===== config.mk =====
export PLATFORM = sky130hd
export DESIGN_NAME = cop_dispatch
export DESIGN_NICKNAME = d
export VERILOG_FILES = /design/src/rtl/cop_dispatch.sv
export SDC_FILE = /design/constraint.sdc
export NUM_CORES = 1
export LEC_CHECK = 0
export CORE_MARGIN = 8
export CORE_UTILIZATION = 43
export DETAILED_ROUTE_END_ITERATION = 10
export PLACE_DENSITY_LB_ADDON = 0.25
export SYNTH_ARGS = -nofsm -noshare
export SYNTH_HDL_FRONTEND = slang
export SYNTH_SLANG_ARGS = --single-unit

===== constraint.sdc =====
create_clock -name clk -period 2.78 [get_ports clk]
set_input_delay 0.556 -clock clk [delete_from_list [all_inputs] [get_ports clk]]
set_output_delay 0.556 -clock clk [all_outputs]
set_load 0.05 [all_outputs]

===== src/rtl/cop_dispatch.sv =====
// Coprocessor dispatch initiator: issues a held-operand request, freezes IF/ID, emits a writeback.
// Optional busy timeout with sticky error is compiled in with COP_DISPATCH_TIMEOUT_EN.
module cop_dispatch #(
    parameter int TIMEOUT = 48,
    parameter int CNT_W   = 6
) (
    input  logic        clk,
    input  logic        rst,
    input  logic        id_valid,
    input  logic        id_is_cop,
    input  logic        flush,
    input  logic [31:0] id_operand,
    input  logic [4:0]  id_dest,
    output logic        cop_req,
    output logic [31:0] cop_data,
    input  logic        cop_ready,
    input  logic [31:0] cop_result,
    output logic        freeze,
    output logic        wb_en,
    output logic [4:0]  wb_dest,
    output logic [31:0] wb_data,
    output logic        timeout_err
);

    typedef enum logic [1:0] {IDLE, BUSY, WB} state_e;

    state_e      state_q;
    logic        cop_req_q;
    logic [31:0] cop_data_q;
    logic [4:0]  dest_q;
    logic        wb_en_q;
    logic [4:0]  wb_dest_q;
    logic [31:0] wb_data_q;
    logic        issue;

`ifdef COP_DISPATCH_TIMEOUT_EN
    logic [CNT_W-1:0] cnt_q;
    logic             err_q;
    logic             expired;

    assign expired     = (cnt_q == CNT_W'(TIMEOUT - 1));
    assign timeout_err = err_q;
`else
    logic unused_cfg;

    assign unused_cfg  = ^{TIMEOUT[0], CNT_W[0]};
    assign timeout_err = 1'b0;
`endif

    assign issue  = id_valid & id_is_cop & ~flush;
    // Hold the instruction in ID for its issue cycle and the whole wait.
    assign freeze = (state_q == BUSY) | issue;

    always_ff @(posedge clk) begin
        if (rst) begin
            state_q    <= IDLE;
            cop_req_q  <= 1'b0;
            cop_data_q <= '0;
            dest_q     <= '0;
            wb_en_q    <= 1'b0;
            wb_dest_q  <= '0;
            wb_data_q  <= '0;
`ifdef COP_DISPATCH_TIMEOUT_EN
            cnt_q      <= '0;
            err_q      <= 1'b0;
`endif
        end else begin
            unique case (state_q)
                BUSY: begin
                    if (cop_ready) begin
                        state_q   <= WB;
                        cop_req_q <= 1'b0;
                        wb_en_q   <= 1'b1;
                        wb_dest_q <= dest_q;
                        wb_data_q <= cop_result;
`ifdef COP_DISPATCH_TIMEOUT_EN
                        cnt_q     <= '0;
                    end else if (expired) begin
                        state_q   <= IDLE;
                        cop_req_q <= 1'b0;
                        err_q     <= 1'b1;
                        cnt_q     <= '0;
                    end else begin
                        cnt_q     <= cnt_q + CNT_W'(1);
`endif
                    end
                end
                default: begin
                    wb_en_q <= 1'b0;
                    if (issue) begin
                        state_q    <= BUSY;
                        cop_req_q  <= 1'b1;
                        cop_data_q <= id_operand;
                        dest_q     <= id_dest;
`ifdef COP_DISPATCH_TIMEOUT_EN
                        cnt_q      <= '0;
`endif
                    end else begin
                        state_q   <= IDLE;
                        cop_req_q <= 1'b0;
                    end
                end
            endcase
        end
    end

    assign cop_req  = cop_req_q;
    assign cop_data = cop_data_q;
    assign wb_en    = wb_en_q;
    assign wb_dest  = wb_dest_q;
    assign wb_data  = wb_data_q;

endmodule


==> results of run 1 <==
## power breakdown
| part | leakage, nW | switching [mW] | total [mW] | internal (mW) |
|---|---|---|---|---|
| Clock | 0.112 | 0.377 | 0.898 | 0.521 |
| Combinational | 0.981 | 0.195 | 0.390 | 0.195 |
| Sequential | 0.624 | 0.0169 | 1.15 | 1.13 |
| Total | 1.72 | 0.589 | 2.44 | 1.85 |
## synthesized netlist by cell type (all sizes together)
cell type / count
a21oi: 1
a22o: 37
and2: 1
buf: 12
clkbuf: 8
conb: 1
dfxtp: 77
mux2i: 37
nand2: 1
nand2b: 75
nand3b: 1
nor2: 2
nor2b: 1
nor3: 1
nor3b: 1
## per-layer routing
layer / vias up / share of wire / global-route usage / wire length [um]
met2: 108 / 0.43 / 0.241 / 3340
met3: 9 / 0.089 / 0.0613 / 684
met1: 1090 / 0.47 / 0.186 / 3580
li1: 1149 / - / - / -
met5: - / 0 / 0 / 0
met4: 0 / 0.012 / 0.0472 / 89
## state kept, by name, indices dropped and copies added, names as in the netlist
name      count
dest_q        5
state_q       1
cop_req       1
wb_dest       5
wb_en         1
wb_data      32
cop_data     32
## worst max-delay path by stage
stage | to | slack, ns | depth (start not counted)
3_3_place_gp | dest_q[2]$_SDFFE_PP0P_ | 0.74 | 5
2_1_floorplan | freeze | 1.03 | 2
4_1_cts | cop_data[15] | 0.68 | 1
5_1_grt | wb_data[17] | 0.66 | 1
6_report | cop_data[23] | 0.71 | 1
3_5_place_dp | cop_data[3]$_SDFFE_PP0P_ | 0.67 | 5
## layout make-up
class	instances	area, um^2
Fill cell	511	2080
Sequential cell	77	1540
Timing Repair Buffer	150	1520
Multi-Input combinational cell	159	1270
Clock buffer	10	138
Tap cell	80	100
Clock inverter	5	75.1
## worst reg2reg max path, cell delays in order, from the launching register on
cell and delay (ns):
dfxtp_1 0.34, nand2b_1 0.22, nor3b_4 0.45, buf_12 0.24, a22o_1 0.16
## kinds of logic after synthesis
family                 count (synthesis)  share of synthesized area
and+or+nand+nor                       83                      0.189
DFF                                   77                      0.524
AOI/OAI and AO/OA                     38                      0.113
muxes                                 37                      0.126
buffers and inverters                 20                     0.0468
other                                  1                    0.00128
## metrics by stage
step | util | hold slack, ns | cells | cell area (um^2)
detailed placement | 0.659 | 0.454 | 466 | 4430
finish | 0.691 | 0.474 | 481 | 4640
CTS | 0.691 | 0.478 | 481 | 4640
floorplan | - | 0.443 | 256 | 2940
global placement | 0.659 | 0.453 | 466 | 4430
global route | 0.691 | 0.490 | 481 | 4640
==> impl_results.md, run 1 <==
- Pre-CTS WS: 0.669 ns
- Hold Crit Start: cop_data[12]$_SDFFE_PP0P_
- Leak: 1.72 nW
- Reg2reg end: wb_data[23]$_SDFFE_PP0P_
- Worst slew pin tran: 0.579 ns
- CTS Buf Count: 9
- Post-CTS sizing: 0
- Number of DRC markers in iteration 0: 50
- # IOs: 148
- Crit path from: cop_data[23]$_SDFFE_PP0P_
- Post-synth top area share: 0.524
- WL final: 7690 um
- Synth area leader: dfxtp_1
- Global-route wire length before repair: 12100 um
- Highest Clock Rate: 483 MHz
- Critical-path cell list: clkdlybuf4s50_1
- Most frequent cells in the layout: 144 x clkdlybuf4s50_1, 77 x dfxtp_1, 75 x nand2b_1
- Slew Viols, Final: 0
- DRC viols: 0
- Rows: 30
- Synth top area cells: dfxtp_1 52%, nand2b_1 16%, mux2i_1 13%
- Critical path's top delay family: buffers and inverters
- # hold bufs at CTS: 0
- CTS tree: yes
- Slowest library cell on the worst path: clkdlybuf4s50_1
- Antenna viol nets, final: 0
- Relative slew slack: 0.614
- Pwr per Cell Area: 525 nW/um^2
- Worst Path Required: 2.22 ns
- Unique masters post-synth: 18
- DP Wirelength: 5780 um
- Vias in the first global route: 2401
- Worst Hold Class: flip-flop to flip-flop
- Total chip power: 2.44 mW
- Die Width: 98.7 um
- Via count: 2356
- Clk Latency, worst-skew pair: 0.32 ns
- Setup ws final: 0.709 ns
- Pin count of the biggest net entering global routing: 76
- # nets final: 472
- Sequential share of the synthesized area: 0.524
- CTS root buffer: clkbuf_8
- Tmin final: 2.07 ns
- Synth-to-Final Area Change: 57.9%
- Die Ht: 98.7 um
- Register clock-pin slew on the reported worst setup and hold paths: 0.07 ns
- Clock Tree Buf Depth: 2
- Core area: 6720 um^2
- Final Cycle Share: 0.745
- Hold path depth: 2
- Syn. warnings: 0
- Worst Skew: 0.00454 ns
- Mapped Area: 2940 um^2
- Unrepaired setup endpoints after global routing: no
- Initial antenna violation count: 0
- Setup violators final: 0
- Status: completed
- Crit path buf inv count: 1
- GP Congestion: 0.734
- Via/cell ratio: 4.90
- Clock sink count: 77
- # Max-Cap Violations: 0
- Min-Delay Endpoint: cop_data[12]$_SDFFE_PP0P_
- Initial core utilization: 0.438
- Cells after synthesis: 256
- Grt total ovfl: 0
- CP Launch Type: flip-flop
- Total GRT Usage: 0.153
- Full die area: 9740 um^2
- Avg WL per Cell: 16.0 um
- Setup TNS after final layout: 0 ns
- R2R depth: 4
- Endpoint class of the critical path: primary output
- Syn Nets: 331
- Layout cell share with drive strength beyond 1: 0.0648
- Drt first pass iters: 4
- Commonest non-fill, non-tap cell in the layout: clkdlybuf4s50_1
- Worst R2R Start: state_q[1]$_SDFFE_PP0P_
- Number of synthesized register bits: 77
- Critical path type: flip-flop to primary output
- VDD IR-drop max: 0.343 mV
- H-tree depth: 3
- Reg-to-reg slack, setup: 1.32 ns
- Worst Path Arrival: 1.52 ns
- Inserted Diodes: 0
- Final hold vios: 0
- CP Max Fanout: 2
- Post-CTS Setup Repair Bufs: 0
- Number of port buffers: 146
- Syn Area/Cell: 11.5 um^2
- CP max stage delay: 0.85 ns
Power figures use the tool's default switching activity.
==> run 2, diff against run 1 <==
--- a/config.mk
+++ b/config.mk
@@ -6,7 +6,7 @@
 export NUM_CORES = 1
 export LEC_CHECK = 0
 export CORE_MARGIN = 8
-export CORE_UTILIZATION = 43
+export CORE_UTILIZATION = 36
 export DETAILED_ROUTE_END_ITERATION = 10
 export PLACE_DENSITY_LB_ADDON = 0.25
 export SYNTH_ARGS = -nofsm -noshare
==> constraint.sdc (replaced) <==
create_clock -name clk -period 1.8 [get_ports clk]
set_input_delay 0.36 -clock clk [delete_from_list [all_inputs] [get_ports clk]]
set_output_delay 0.36 -clock clk [all_outputs]
set_load 0.05 [all_outputs]
==> run 2 against run 1 <==
  * Largest cell class unchanged
  * Cell count up 6.0%
  * Utilization decreased by 13 points
  * Clock power grew 73%
  * Final area decreased by 2.1%
  * Sequential power rose by 55%
  * Clock skew about the same
  * Combinational power up 52%
  * Highest routed layer is now met5
  * Critical path type is now input port to primary output
  * Via count down 1.5%
  * Clock-buffer cell count is the same
==> impl_results.md, run 2 (synthesis gave the netlist of run 1 again) <==
- Worst Path Required: 1.44 ns
- H-tree depth: 3
- Most frequent cells in the layout: 77 x dfxtp_1, 76 x buf_4, 75 x nand2b_1
- Commonest non-fill, non-tap cell in the layout: dfxtp_1
- Avg WL per Cell: 15.0 um
- Number of port buffers: 146
- Layout cell share with drive strength beyond 1: 0.247
- Worst Hold Class: flip-flop to flip-flop
- VDD IR-drop max: 0.359 mV
- Full die area: 11300 um^2
- Setup violators final: 0
- Area after DPL: 4310 um^2
- Highest Clock Rate: 612 MHz
- Drt first pass iters: 4
- Power share of the clock group: 0.395
- CTS root buffer: clkbuf_8
- # fillers: 680
- Clock sink count: 77
- Clock Tree Buf Depth: 2
- Register clock-pin slew on the reported worst setup and hold paths: 0.08 ns
- Slew Viols, Final: 0
- Post-CTS Setup Repair Bufs: 0
- Seq pwr share: 0.454
- Post-route insts no fill: 510
- Clk Latency, worst-skew pair: 0.34 ns
- Status: completed
- Rows: 33
- DP Wirelength: 5810 um
- WL final: 7640 um
- Combinational group share of total power: 0.151
- Final Cycle Share: 0.907
- # nets final: 475
- CTS Buf Count: 9
- Initial antenna violation count: 1
- Core Util, Final: 0.565
- Vias in the first global route: 2459
- Final hold vios: 0
- Fin area: 4550 um^2
- # Max-Cap Violations: 0
- Antenna viol nets, final: 0
- Int Pwr: 2.96 mW
- Pwr per Cell Area: 861 nW/um^2
- # IOs: 148
- DRC viols: 0
- Worst Path Arrival: 1.27 ns
- Setup TNS after final layout: 0 ns
- GP Congestion: 0.675
- Total GRT Usage: 0.137
- Global-route wire length before repair: 12400 um
- Number of DRC markers in iteration 0: 40
- Pin count of the biggest net entering global routing: 76
- Unrepaired setup endpoints after global routing: no
- Die Width: 106 um
- Post-CTS sizing: 0
- # hold bufs at CTS: 0
- Endpoint class of the critical path: primary output
- Die Ht: 106 um
- Via/cell ratio: 4.55
- Critical path type: input port to primary output
- Sw Share: 0.243
- Leak: 1.88 nW
- Post-Place Cells: 494
- Total chip power: 3.91 mW
- CP Launch Type: input port
- CP Max Fanout: 2
- Net Sw Power: 0.952 mW
- CTS tree: yes
- Synth-to-Final Area Change: 54.6%
- Worst Skew: 0.00440 ns
- Core area: 8050 um^2
- Inserted Diodes: 0
- Grt total ovfl: 0
- Tmin final: 1.63 ns
- Initial core utilization: 0.365
- Via count: 2321
-- run 2: critical path, cell delays in order --
cell and delay [ns]:
clkdlybuf4s50_1 0.50, nand3b_4 0.12, nand2_1 0.14, buf_12 0.15
-- run 2: metrics by stage --
step	hold WS, ns	setup slack (ns)
CTS	0.472	0.153
global placement	0.453	0.160
detailed placement	0.454	0.164
finish	0.471	0.167
global route	0.487	0.0738
floorplan	0.443	0.189
-- run 2: layer usage --
metal	global-route usage	up-vias	routed length, um	share of wire
met5	0	-	13	0.0017
met1	0.169	1047	3440	0.45
met2	0.204	102	3310	0.43
met4	0.0482	2	89	0.012
met3	0.0629	12	784	0.10
li1	-	1158	-	-
-- run 2: layout make-up --
cell class / count / area (um^2) / area share
clock buffers: 10 / 128 / 0.0281
clock inverters: 6 / 111 / 0.0245
multi-input cells: 159 / 1270 / 0.279
flip-flops and latches: 77 / 1540 / 0.339
well taps: 105 / 131 / 0.0289
repair buffers: 153 / 1370 / 0.301
-- run 2: power groups by stage --
stage	sequential, mW	combinational, mW	clock [mW]
after CTS	1.78	0.599	1.60
final	1.78	0.592	1.55
after detailed placement	1.82	0.598	0
after global placement	1.82	0.591	0
after global routing	1.78	0.629	1.68
after floorplan	1.97	0.173	0
-- run 2: final timing paths --
path                      startpoint                      end  slack [ns]  depth (start not counted)
max                         id_valid                   freeze        0.17                          4
min           dest_q[0]$_SDFFE_PP0P_  wb_dest[0]$_SDFFE_PP0P_        0.47                          1
max reg2reg  state_q[1]$_SDFFE_PP0P_  wb_data[9]$_SDFFE_PP0P_        0.55                          4
min reg2reg   dest_q[0]$_SDFFE_PP0P_  wb_dest[0]$_SDFFE_PP0P_        0.47                          1
